$ cat config.mk
export PLATFORM = sky130hd
export DESIGN_NAME = maze_solver_ctrl_flat
export DESIGN_NICKNAME = d
export VERILOG_FILES = /design/src/rtl/maze_pkg.sv /design/src/rtl/maze_solver_ctrl_if.sv /design/src/rtl/maze_dir_stack.sv /design/src/rtl/maze_solver_ctrl.sv /design/src/flat_wrapper.sv
export SDC_FILE = /design/constraint.sdc
export NUM_CORES = 1
export LEC_CHECK = 0
export ABC_AREA = 1
export BUFFER_PORTS_ARGS = -buffer_cell sky130_fd_sc_hd__buf_2
export CORE_ASPECT_RATIO = 1.2
export CORE_MARGIN = 1.5
export CORE_UTILIZATION = 40
export CTS_CLUSTER_SIZE = 28
export DETAILED_ROUTE_END_ITERATION = 8
export PLACE_DENSITY = 0.54
export SLEW_MARGIN = 10
export SYNTH_ARGS = -nofsm -noshare
export SYNTH_HDL_FRONTEND = slang
export SYNTH_SLANG_ARGS = --single-unit
export TNS_END_PERCENT = 10
$ cat constraint.sdc
create_clock -name clk -period 7.6 [get_ports clk]
set_clock_uncertainty 0.15 [all_clocks]
set_input_delay 0.76 -clock clk [delete_from_list [all_inputs] [get_ports clk]]
set_output_delay 0.76 -clock clk [all_outputs]
set_load 0.01 [all_outputs]
$ cat src/rtl/maze_pkg.sv
// Shared definitions for the maze solver: FSM state codes, direction codes,
// grid bounds and the neighbour-step helper.
package maze_pkg;

  localparam logic [3:0] GRID_MAX = 4'd15;

  // FSM state encoding
  localparam logic [2:0] ST_IDLE     = 3'd0;
  localparam logic [2:0] ST_CHKSTART = 3'd1;
  localparam logic [2:0] ST_MARK     = 3'd2;
  localparam logic [2:0] ST_TRY      = 3'd3;
  localparam logic [2:0] ST_BACK     = 3'd4;
  localparam logic [2:0] ST_DONE     = 3'd5;
  localparam logic [2:0] ST_FAIL     = 3'd6;

  // Direction codes, tried in ascending order. The opposite of a direction
  // is its bitwise inverse (0<->3, 1<->2).
  localparam logic [1:0] DIR_YP = 2'd0;
  localparam logic [1:0] DIR_XP = 2'd1;
  localparam logic [1:0] DIR_XM = 2'd2;
  localparam logic [1:0] DIR_YM = 2'd3;

  typedef struct packed {
    logic [3:0] x;
    logic [3:0] y;
  } coord_t;

  typedef struct packed {
    logic   off_grid;
    coord_t pos;
  } step_t;

  // One step from c in direction dir; off_grid flags a move that would wrap.
  function automatic step_t step_coord(input coord_t c, input logic [1:0] dir);
    step_t s;
    s.off_grid = 1'b0;
    s.pos      = c;
    case (dir)
      DIR_YP: begin
        s.off_grid = (c.y == GRID_MAX);
        s.pos.y    = c.y + 4'd1;
      end
      DIR_XP: begin
        s.off_grid = (c.x == GRID_MAX);
        s.pos.x    = c.x + 4'd1;
      end
      DIR_XM: begin
        s.off_grid = (c.x == 4'd0);
        s.pos.x    = c.x - 4'd1;
      end
      default: begin
        s.off_grid = (c.y == 4'd0);
        s.pos.y    = c.y - 4'd1;
      end
    endcase
    return s;
  endfunction

endpackage

$ cat src/rtl/maze_solver_ctrl_if.sv
// Bundle of the solver's control and maze-memory signals.
// Strobe semantics: read=1 means X,Y address a cell and mode must hold that
// cell's value combinationally in the same cycle; write=1 means the cell at
// X,Y takes d_in at the next rising edge. read and write are never both 1.
interface maze_solver_ctrl_if;
  logic       start;
  logic       mode;
  logic [3:0] X;
  logic [3:0] Y;
  logic       read;
  logic       write;
  logic       d_in;
  logic       done;
  logic       fail;
  logic [8:0] path_len;

  modport master (
    input  start, mode,
    output X, Y, read, write, d_in, done, fail, path_len
  );

  modport slave (
    output start, mode,
    input  X, Y, read, write, d_in, done, fail, path_len
  );
endinterface

$ cat src/rtl/maze_dir_stack.sv
// LIFO of 2-bit move directions, 256 deep. top is the most recent push and
// is only meaningful while empty=0.
module maze_dir_stack (
  input  logic       clk,
  input  logic       rst,
  input  logic       i_push,
  input  logic       i_pop,
  input  logic       i_clear,
  input  logic [1:0] i_data,
  output logic [1:0] o_top,
  output logic [8:0] o_count,
  output logic       o_empty
);

  logic [1:0] r_mem [0:255];
  logic [8:0] r_count;
  logic [7:0] w_top_idx;

  // Entry count: clear/reset empty the stack, push and pop step it.
  always_ff @(posedge clk) begin
    if (rst || i_clear) begin
      r_count <= 9'd0;
    end else if (i_push) begin
      r_count <= r_count + 9'd1;
    end else if (i_pop) begin
      r_count <= r_count - 9'd1;
    end
  end

  // Storage array: contents need no reset, the count defines what is valid.
  always_ff @(posedge clk) begin
    if (i_push) begin
      r_mem[r_count[7:0]] <= i_data;
    end
  end

  assign w_top_idx = r_count[7:0] - 8'd1;
  assign o_top     = r_mem[w_top_idx];
  assign o_count   = r_count;
  assign o_empty   = (r_count == 9'd0);

endmodule

$ cat src/rtl/maze_solver_ctrl.sv
// Depth-first maze solver: walks a 16x16 grid from start to goal, marking
// visited cells in external memory and backtracking via a direction stack.
module maze_solver_ctrl
  import maze_pkg::*;
#(
  parameter int START_X = 0,
  parameter int START_Y = 0,
  parameter int GOAL_X  = 15,
  parameter int GOAL_Y  = 15
) (
  input  logic                 clk,
  input  logic                 rst,
  maze_solver_ctrl_if.master   bus,
  output logic [2:0]           o_dbg_state
);

  localparam coord_t START_POS = {4'(START_X), 4'(START_Y)};
  localparam coord_t GOAL_POS  = {4'(GOAL_X), 4'(GOAL_Y)};

  logic [2:0] r_state;
  coord_t     r_cur;
  logic [1:0] r_dir;

  step_t      w_nb;
  step_t      w_back;
  logic       w_push;
  logic       w_pop;
  logic       w_clear;
  logic [1:0] w_top;
  logic [8:0] w_count;
  logic       w_empty;

  // Candidate neighbour for TRY, and the cell we came from for BACK
  // (stepping in the inverse of the popped direction).
  assign w_nb   = step_coord(r_cur, r_dir);
  assign w_back = step_coord(r_cur, ~w_top);

  maze_dir_stack u_stack (
    .clk     (clk),
    .rst     (rst),
    .i_push  (w_push),
    .i_pop   (w_pop),
    .i_clear (w_clear),
    .i_data  (r_dir),
    .o_top   (w_top),
    .o_count (w_count),
    .o_empty (w_empty)
  );

  // Memory strobes, address mux and stack controls decoded from the state.
  always_comb begin
    bus.read  = 1'b0;
    bus.write = 1'b0;
    bus.X     = r_cur.x;
    bus.Y     = r_cur.y;
    w_push    = 1'b0;
    w_pop     = 1'b0;
    w_clear   = 1'b0;
    case (r_state)
      ST_IDLE:     w_clear = bus.start;
      ST_CHKSTART: bus.read = 1'b1;
      ST_MARK:     bus.write = 1'b1;
      ST_TRY: begin
        if (!w_nb.off_grid) begin
          bus.read = 1'b1;
          bus.X    = w_nb.pos.x;
          bus.Y    = w_nb.pos.y;
          w_push   = !bus.mode;
        end
      end
      ST_BACK:     w_pop = !w_empty;
      default: ;
    endcase
  end

  // Search FSM: current cell, direction under test and state.
  always_ff @(posedge clk) begin
    if (rst) begin
      r_state <= ST_IDLE;
      r_cur   <= '0;
      r_dir   <= 2'd0;
    end else begin
      case (r_state)
        ST_IDLE: begin
          if (bus.start) begin
            r_cur   <= START_POS;
            r_dir   <= 2'd0;
            r_state <= ST_CHKSTART;
          end
        end
        ST_CHKSTART: begin
          r_state <= bus.mode ? ST_FAIL : ST_MARK;
        end
        ST_MARK: begin
          if (r_cur == GOAL_POS) begin
            r_state <= ST_DONE;
          end else begin
            r_dir   <= 2'd0;
            r_state <= ST_TRY;
          end
        end
        ST_TRY: begin
          if (!w_nb.off_grid && !bus.mode) begin
            r_cur   <= w_nb.pos;
            r_state <= ST_MARK;
          end else if (r_dir != DIR_YM) begin
            r_dir <= r_dir + 2'd1;
          end else begin
            r_state <= ST_BACK;
          end
        end
        ST_BACK: begin
          if (w_empty) begin
            r_state <= ST_FAIL;
          end else begin
            r_cur <= w_back.pos;
            if (w_top != DIR_YM) begin
              r_dir   <= w_top + 2'd1;
              r_state <= ST_TRY;
            end
          end
        end
        ST_DONE: r_state <= ST_DONE;
        ST_FAIL: r_state <= ST_FAIL;
        default: r_state <= ST_IDLE;
      endcase
    end
  end

  assign bus.d_in     = 1'b1;
  assign bus.done     = (r_state == ST_DONE);
  assign bus.fail     = (r_state == ST_FAIL);
  assign bus.path_len = w_count;
  assign o_dbg_state  = r_state;

endmodule

$ cat src/flat_wrapper.sv
// flat-port wrapper written by rule: the top's interface ports become plain ports
module maze_solver_ctrl_flat import maze_pkg::*;
#(
  parameter int START_X = 0,
  parameter int START_Y = 0,
  parameter int GOAL_X  = 15,
  parameter int GOAL_Y  = 15
)
  (clk, rst, o_dbg_state, bus_start, bus_mode, bus_X, bus_Y, bus_read, bus_write, bus_d_in, bus_done, bus_fail, bus_path_len);
  maze_solver_ctrl_if bus_i ();
  input  logic clk;
  input  logic rst;
  output logic [2:0] o_dbg_state;
  input wire logic [$bits(bus_i.start)-1:0] bus_start;
  input wire logic [$bits(bus_i.mode)-1:0] bus_mode;
  output wire logic [$bits(bus_i.X)-1:0] bus_X;
  output wire logic [$bits(bus_i.Y)-1:0] bus_Y;
  output wire logic [$bits(bus_i.read)-1:0] bus_read;
  output wire logic [$bits(bus_i.write)-1:0] bus_write;
  output wire logic [$bits(bus_i.d_in)-1:0] bus_d_in;
  output wire logic [$bits(bus_i.done)-1:0] bus_done;
  output wire logic [$bits(bus_i.fail)-1:0] bus_fail;
  output wire logic [$bits(bus_i.path_len)-1:0] bus_path_len;
  assign bus_i.start = bus_start;
  assign bus_i.mode = bus_mode;
  assign bus_X = bus_i.X;
  assign bus_Y = bus_i.Y;
  assign bus_read = bus_i.read;
  assign bus_write = bus_i.write;
  assign bus_d_in = bus_i.d_in;
  assign bus_done = bus_i.done;
  assign bus_fail = bus_i.fail;
  assign bus_path_len = bus_i.path_len;
  maze_solver_ctrl #(.START_X(START_X), .START_Y(START_Y), .GOAL_X(GOAL_X), .GOAL_Y(GOAL_Y)) u_core (.clk(clk), .rst(rst), .bus(bus_i), .o_dbg_state(o_dbg_state));
endmodule
==> results of run 1 <==
-- area by class of cell --
cell class                 instances  area (µm²)
clock inverter                    28         262
sequential                       534       15800
timing repair buffer              47         285
inverter                         108         417
clock buffer                      67        1380
tap                              800        1000
fill                            5768       33200
multi-input combinational       1600        7330
-- worst min path at each step --
| stage | from | end | cells after the start |
|---|---|---|---|
| finish | rst | u_core.r_dir[0] | 2 |
| floorplan | u_core.r_cur[1] | u_core.r_cur[1] | 2 |
| global placement | u_core.u_stack.o_count[8] | u_core.u_stack.o_count[8] | 2 |
| CTS | rst | u_core.r_dir[0] | 2 |
| detailed placement | u_core.u_stack.o_count[8] | u_core.u_stack.o_count[8] | 2 |
| global route | rst | u_core.r_dir[1] | 2 |
-- stage by stage --
step                util, %  area (µm²)  total power [mW]  hold WS (ns)  worst slack (ns)
finish                 44.4       26500              9.02         0.314              1.75
global route           44.4       26500              9.44         0.315              1.36
CTS                    44.4       26500              9.05         0.284              1.76
detailed placement     41.6       24900              6.52         0.418              1.82
global placement       41.6       24900              6.52         0.401              1.89
floorplan                 -       24200              5.55         0.381             0.805
-- sequential cells by signal (all words and copies together) (netlist names) --
name and flops:
u_core.o_dbg_state 3, u_core.r_cur 8, u_core.u_stack.o_count 9, u_core.r_dir 2, u_core.u_stack.r_mem 512
-- where the power goes --
part	switching (mW)	total, mW	internal (mW)
clock	1.10	2.55	1.45
combinational	2.15	2.96	0.807
sequential	0.121	3.51	3.39
total	3.38	9.02	5.64
-- routing by layer --
layer / part of all wire, % / vias up / wire length, µm / global-route usage, %
li1: - / 8113 / - / -
met1: 43 / 8623 / 29200 / 28.3
met2: 48 / 546 / 32600 / 36.8
met3: 5.5 / 125 / 3700 / 2.91
met4: 3.1 / 0 / 2080 / 7.46
met5: 0 / - / 0 / 0
-- cell families (layout without fill, tap and decap cells) --
logic type	after synthesis	in the layout	share of synthesized area (%)
AOI/OAI and AO/OA	157	157	3.83
and+or+nand+nor	1402	1402	24.2
other	1	1	0.0155
xor gates and xnor gates	15	15	0.650
adders and majority gates	25	25	1.32
buffers and inverters	253	250	4.71
DFF	534	534	65.2
-- cells in the mapped netlist, types with 2 or more instances --
library cell and number:
o221ai_1 2, a31oi_1 2, ha_1 24, a311oi_1 2, clkbuf_1 45, nand2_2 7
edfxtp_1 512, inv_2 9, o21ai_0 72, inv_1 97, a22oi_1 2, o22ai_1 2
nor2_1 408, buf_4 18, nand2_1 553, a21oi_1 19, nor3_2 2, buf_1 5
nand4_1 5, o211ai_1 27, xnor2_1 5, or2_2 3, nand3_1 409, buf_2 73
xor2_1 8, nor2_4 2, nor3_1 5, o21ai_1 11, buf_6 4, dfxtp_1 22
nor2_2 3, a211oi_1 14
==> flow_metrics.tcl, run 1 <==
set metrics [dict create \
    status "finished clean" \
    worstMarginPinSlew_ns 1.16 \
    fmax_mhz 171 \
    synth_top_area_share_pct 63.4 \
    finalSetupViolCount 0 \
    routed_via_density 5.47 \
    cts_sinks 534 \
    avgSynthCellArea_um2 10.2 \
    synth_edf_count 512 \
    drc_errors 0 \
    first_pass_iters 7 \
    cpMostUsedCell "nand3_1" \
    crit_start "u_core.u_stack.o_count[0]" \
    grt_pass1_wl_um 103000 \
    stdcell_count 3184 \
    r2r-start "u_core.u_stack.o_count[0]" \
    fp-row-count 98 \
    cp_cell_sequence "inv_6 > ha_4 > inv_4 > buf_4 > nand3_1 > nand3_1 > nand3_1 > nand3_1 > nand3_1 > nand3_1 > nand3_1 > nand2_2 > inv_1 > ha_1 > inv_1 > nor2_1 > inv_1 > nand2_1 > inv_1 > nand4_1 > a21oi_1 > nand3_1 > a21oi_2" \
    n_antenna_cell 0 \
    gp_congestion 0.856 \
    ys_async_sr_fraction_pct 0 \
    numCtsBuffers 52 \
    clkTransAtPathRegs_ns 0.06 \
    overflow 0 \
    worstPathRequired_ns 7.96 \
    ios 29 \
    postCtsResizedCells 0 \
    syn_nets 2416 \
    worst_r2r_endpoint "u_core.r_dir[1]" \
    layout_commonest_cell "nand2_1" \
    path_buf_inv 7 \
    worstSetupStartpointType "register" \
    synthCells 2387 \
    antenna_found_initial 0 \
    dieArea_um2 62100 \
    ys_ff_latch 534 \
    rr_worst_depth 23 \
    dp_hpwl_um 36600 \
    max_slew_margin_pct 22.5 \
    ys_seq_area_share_pct 65.2 \
    hold_violations 0 \
    ant_nets 0 \
    drt_wl_total_um 67600 \
    worstPathMaxFanout 92 \
    synthTopCellsByArea "edfxtp_1, nand2_1, nand3_1, nor2_1, dfxtp_1" \
    finalCriticalPeriod_ns 5.85 \
    drv_cap 0 \
    die_h_um 273 \
    cts_hold_buffers 0 \
    netlist_area_um2 24200 \
    start_util_pct 40.6 \
    cp.arrival_ns 6.22 \
    track_usage_pct 21.6 \
    tns_ns 0 \
    grt_max_degree 109 \
    p_per_area_nw_per_um2 340 \
    nNetsFinal 2372 \
    synth_top_cell_by_area "edfxtp_1" \
    p_leak_nw 9.35 \
    io_buffers 27 \
    layout_common_cells "nand2_1, edfxtp_1, nor2_1" \
    cp-end-kind "register" \
    irDropWorstVdd_v 0.000219 \
    clockRootBuffer "clkbuf_16" \
    period_share_pct 77.0 \
    ys.flop_type "edfxtp_1" \
    r2r_setup_slack_ns 1.75 \
    clk_latency_ns 0.60 \
    routedWlPerCell_um 21.2 \
    clockBufferDepth 3 \
    postCtsSetupBuffers 0 \
    drv_slew 0 \
    area_delta_synth_final_pct 9.31 \
    coreArea_um2 59700 \
    cts-htree-levels 2 \
    die_w_um 228 \
    cpPeakStageDelay_ns 0.84 \
    worst_path_max_delay_cell "dfxtp_4" \
    grt_pass1_vias 17200 \
    holdCritPathClass "primary input to register" \
    num_vias 17400 \
    placedCellCount 3089 \
    synthDistinctLibCells 47 \
    cp-endpoint "u_core.r_dir[1]" \
    critPathTopFamily "buffers and inverters" \
    synth.yosys.warnings 0 \
    drive_gt1_share_pct 6.84 \
    cts_tree "built" \
    dr.first_iter.drc_count 1612 \
    critical_path_class "register to register" \
    path_depth 23 \
    rsz0062_at_grt "no" \
]
Note: power is estimated with default switching activity, not from simulation.
==> run 2: changes to the inputs <==
PLACE_DENSITY = 0.56   (was 0.54)
clock period = 4.7 ns   (was 7.6 ns; I/O delays follow)
==> flow_metrics.tcl, run 2 (synthesized netlist as in run 1, its figures left out) <==
set metrics [dict create \
    ios 29 \
    placedCellCount 3104 \
    clkTransAtPathRegs_ns 0.07 \
    dpl-instance-area_um2 25100 \
    nNetsFinal 2388 \
    max_slew_margin_pct 18.9 \
    layout_common_cells "nand2_1, edfxtp_1, nand3_1" \
    fp-row-count 98 \
    dieArea_um2 62100 \
    worstPathRequired_ns 5.03 \
    path_depth 19 \
    die_h_um 273 \
    worst_path_max_delay_cell "ha_4" \
    cpMostUsedCell "nand3_1" \
    track_usage_pct 21.1 \
    drv_slew 0 \
    overflow 0 \
    routedWlPerCell_um 20.7 \
    clk_latency_ns 0.60 \
    grt_pass1_wl_um 101000 \
    num_vias 17400 \
    irDropWorstVdd_v 0.000335 \
    start_util_pct 40.6 \
    whs_path_depth 5 \
    power_mw 14.5 \
    period_share_pct 90.9 \
    status "finished clean" \
    cp-end-kind "register" \
    ant_nets 0 \
    io_buffers 27 \
    area_delta_synth_final_pct 9.81 \
    p_leak_nw 9.42 \
    hold_violations 0 \
    routed_via_density 5.44 \
    layout_commonest_cell "nand2_1" \
    clockBufferDepth 3 \
    p_per_area_nw_per_um2 544 \
    largest_reg_flops 512 \
    finalCriticalPeriod_ns 4.27 \
    worstSetupStartpointType "register" \
    coreArea_um2 59700 \
    finalSetupViolCount 0 \
    antenna_found_initial 1 \
    cts_tree "built" \
    drv_cap 0 \
    fmax_mhz 234 \
    tns_ns 0 \
    dp_hpwl_um 38100 \
    critPathTopFamily "simple AND/OR/NAND/NOR gates" \
    path_buf_inv 4 \
    rsz0062_at_grt "no" \
    rr_worst_depth 19 \
    clockRootBuffer "clkbuf_16" \
    drt_wl_total_um 66100 \
    first_pass_iters 5 \
    drc_errors 0 \
    final_cell_area_um2 26600 \
    cts-htree-levels 2 \
    finalCoreUtilization_pct 44.6 \
    worstMarginPinSlew_ns 1.21 \
    cp_cell_sequence "inv_1 > ha_4 > inv_4 > buf_4 > nor2_1 > o21ai_0 > nand3_1 > nand3_1 > nand3_1 > nand3_1 > nand3_1 > nand3_1 > nand2_1 > ha_1 > nor3_1 > nor2_1 > inv_1 > a311oi_1 > a211oi_1" \
    worstPathMaxFanout 28 \
    drive_gt1_share_pct 7.01 \
    r2r_setup_slack_ns 0.43 \
    die_w_um 228 \
    gp_congestion 0.855 \
    stdcell_count 3198 \
    critical_path_class "register to register" \
    numCtsBuffers 52 \
    grt_pass1_vias 17200 \
    grt_max_degree 259 \
    cpPeakStageDelay_ns 0.53 \
    cts_sinks 534 \
    postCtsResizedCells 0 \
    holdCritPathClass "primary input to register" \
    n_antenna_cell 0 \
    dr.first_iter.drc_count 1392 \
    cp.arrival_ns 4.60 \
]
[run 2: metrics by stage]
step / hold WS, ns / setup slack [ns]
after floorplan: 0.381 / 0.517
after global placement: 0.388 / 0.523
after detailed placement: 0.407 / 0.420
after CTS: 0.122 / 0.415
after global routing: 0.210 / 0.0171
final: 0.157 / 0.426
[run 2: final cells by class]
cell class / instances / area (µm²)
Fill cell: 5720 / 33100
Tap cell: 800 / 1000
Clock buffer: 61 / 1360
Timing Repair Buffer: 63 / 520
Sequential cell: 534 / 15800
Clock inverter: 32 / 201
Inverter: 108 / 417
Multi-Input combinational cell: 1600 / 7300
[run 2: per-layer routing]
metal	wire, µm	GRT usage [%]
met5	0	0
met4	2180	7.51
met3	3460	2.63
met2	32200	35.9
met1	28300	27.7
[run 2: timing repair]
item,in CTS,in global routing
endpoints found under the hold margin,1,0
hold buffers,1,0
buffers inserted,0,0
[run 2: worst paths after layout]
check,to,from
worst max-delay path,u_core.r_cur[5],u_core.u_stack.o_count[1]
worst min-delay path,u_core.o_dbg_state[2],bus_mode
worst max register to register,u_core.r_cur[5],u_core.u_stack.o_count[1]
worst min register to register,u_core.u_stack.o_count[8],u_core.u_stack.o_count[8]
[run 2: tightest hold or removal path, stage by stage]
cell and delay [ns]:
buf_2 0.09, a211oi_1 0.06, nand3_1 0.08, o21ai_1 0.07, a21oi_1 0.11
[run 2: power breakdown]
part | internal, mW | leakage [nW] | total (mW) | switching [mW]
clock network | 2.16 | 0.762 | 3.97 | 1.81
registers | 5.48 | 5.00 | 5.58 | 0.102
logic | 1.39 | 3.66 | 4.93 | 3.53
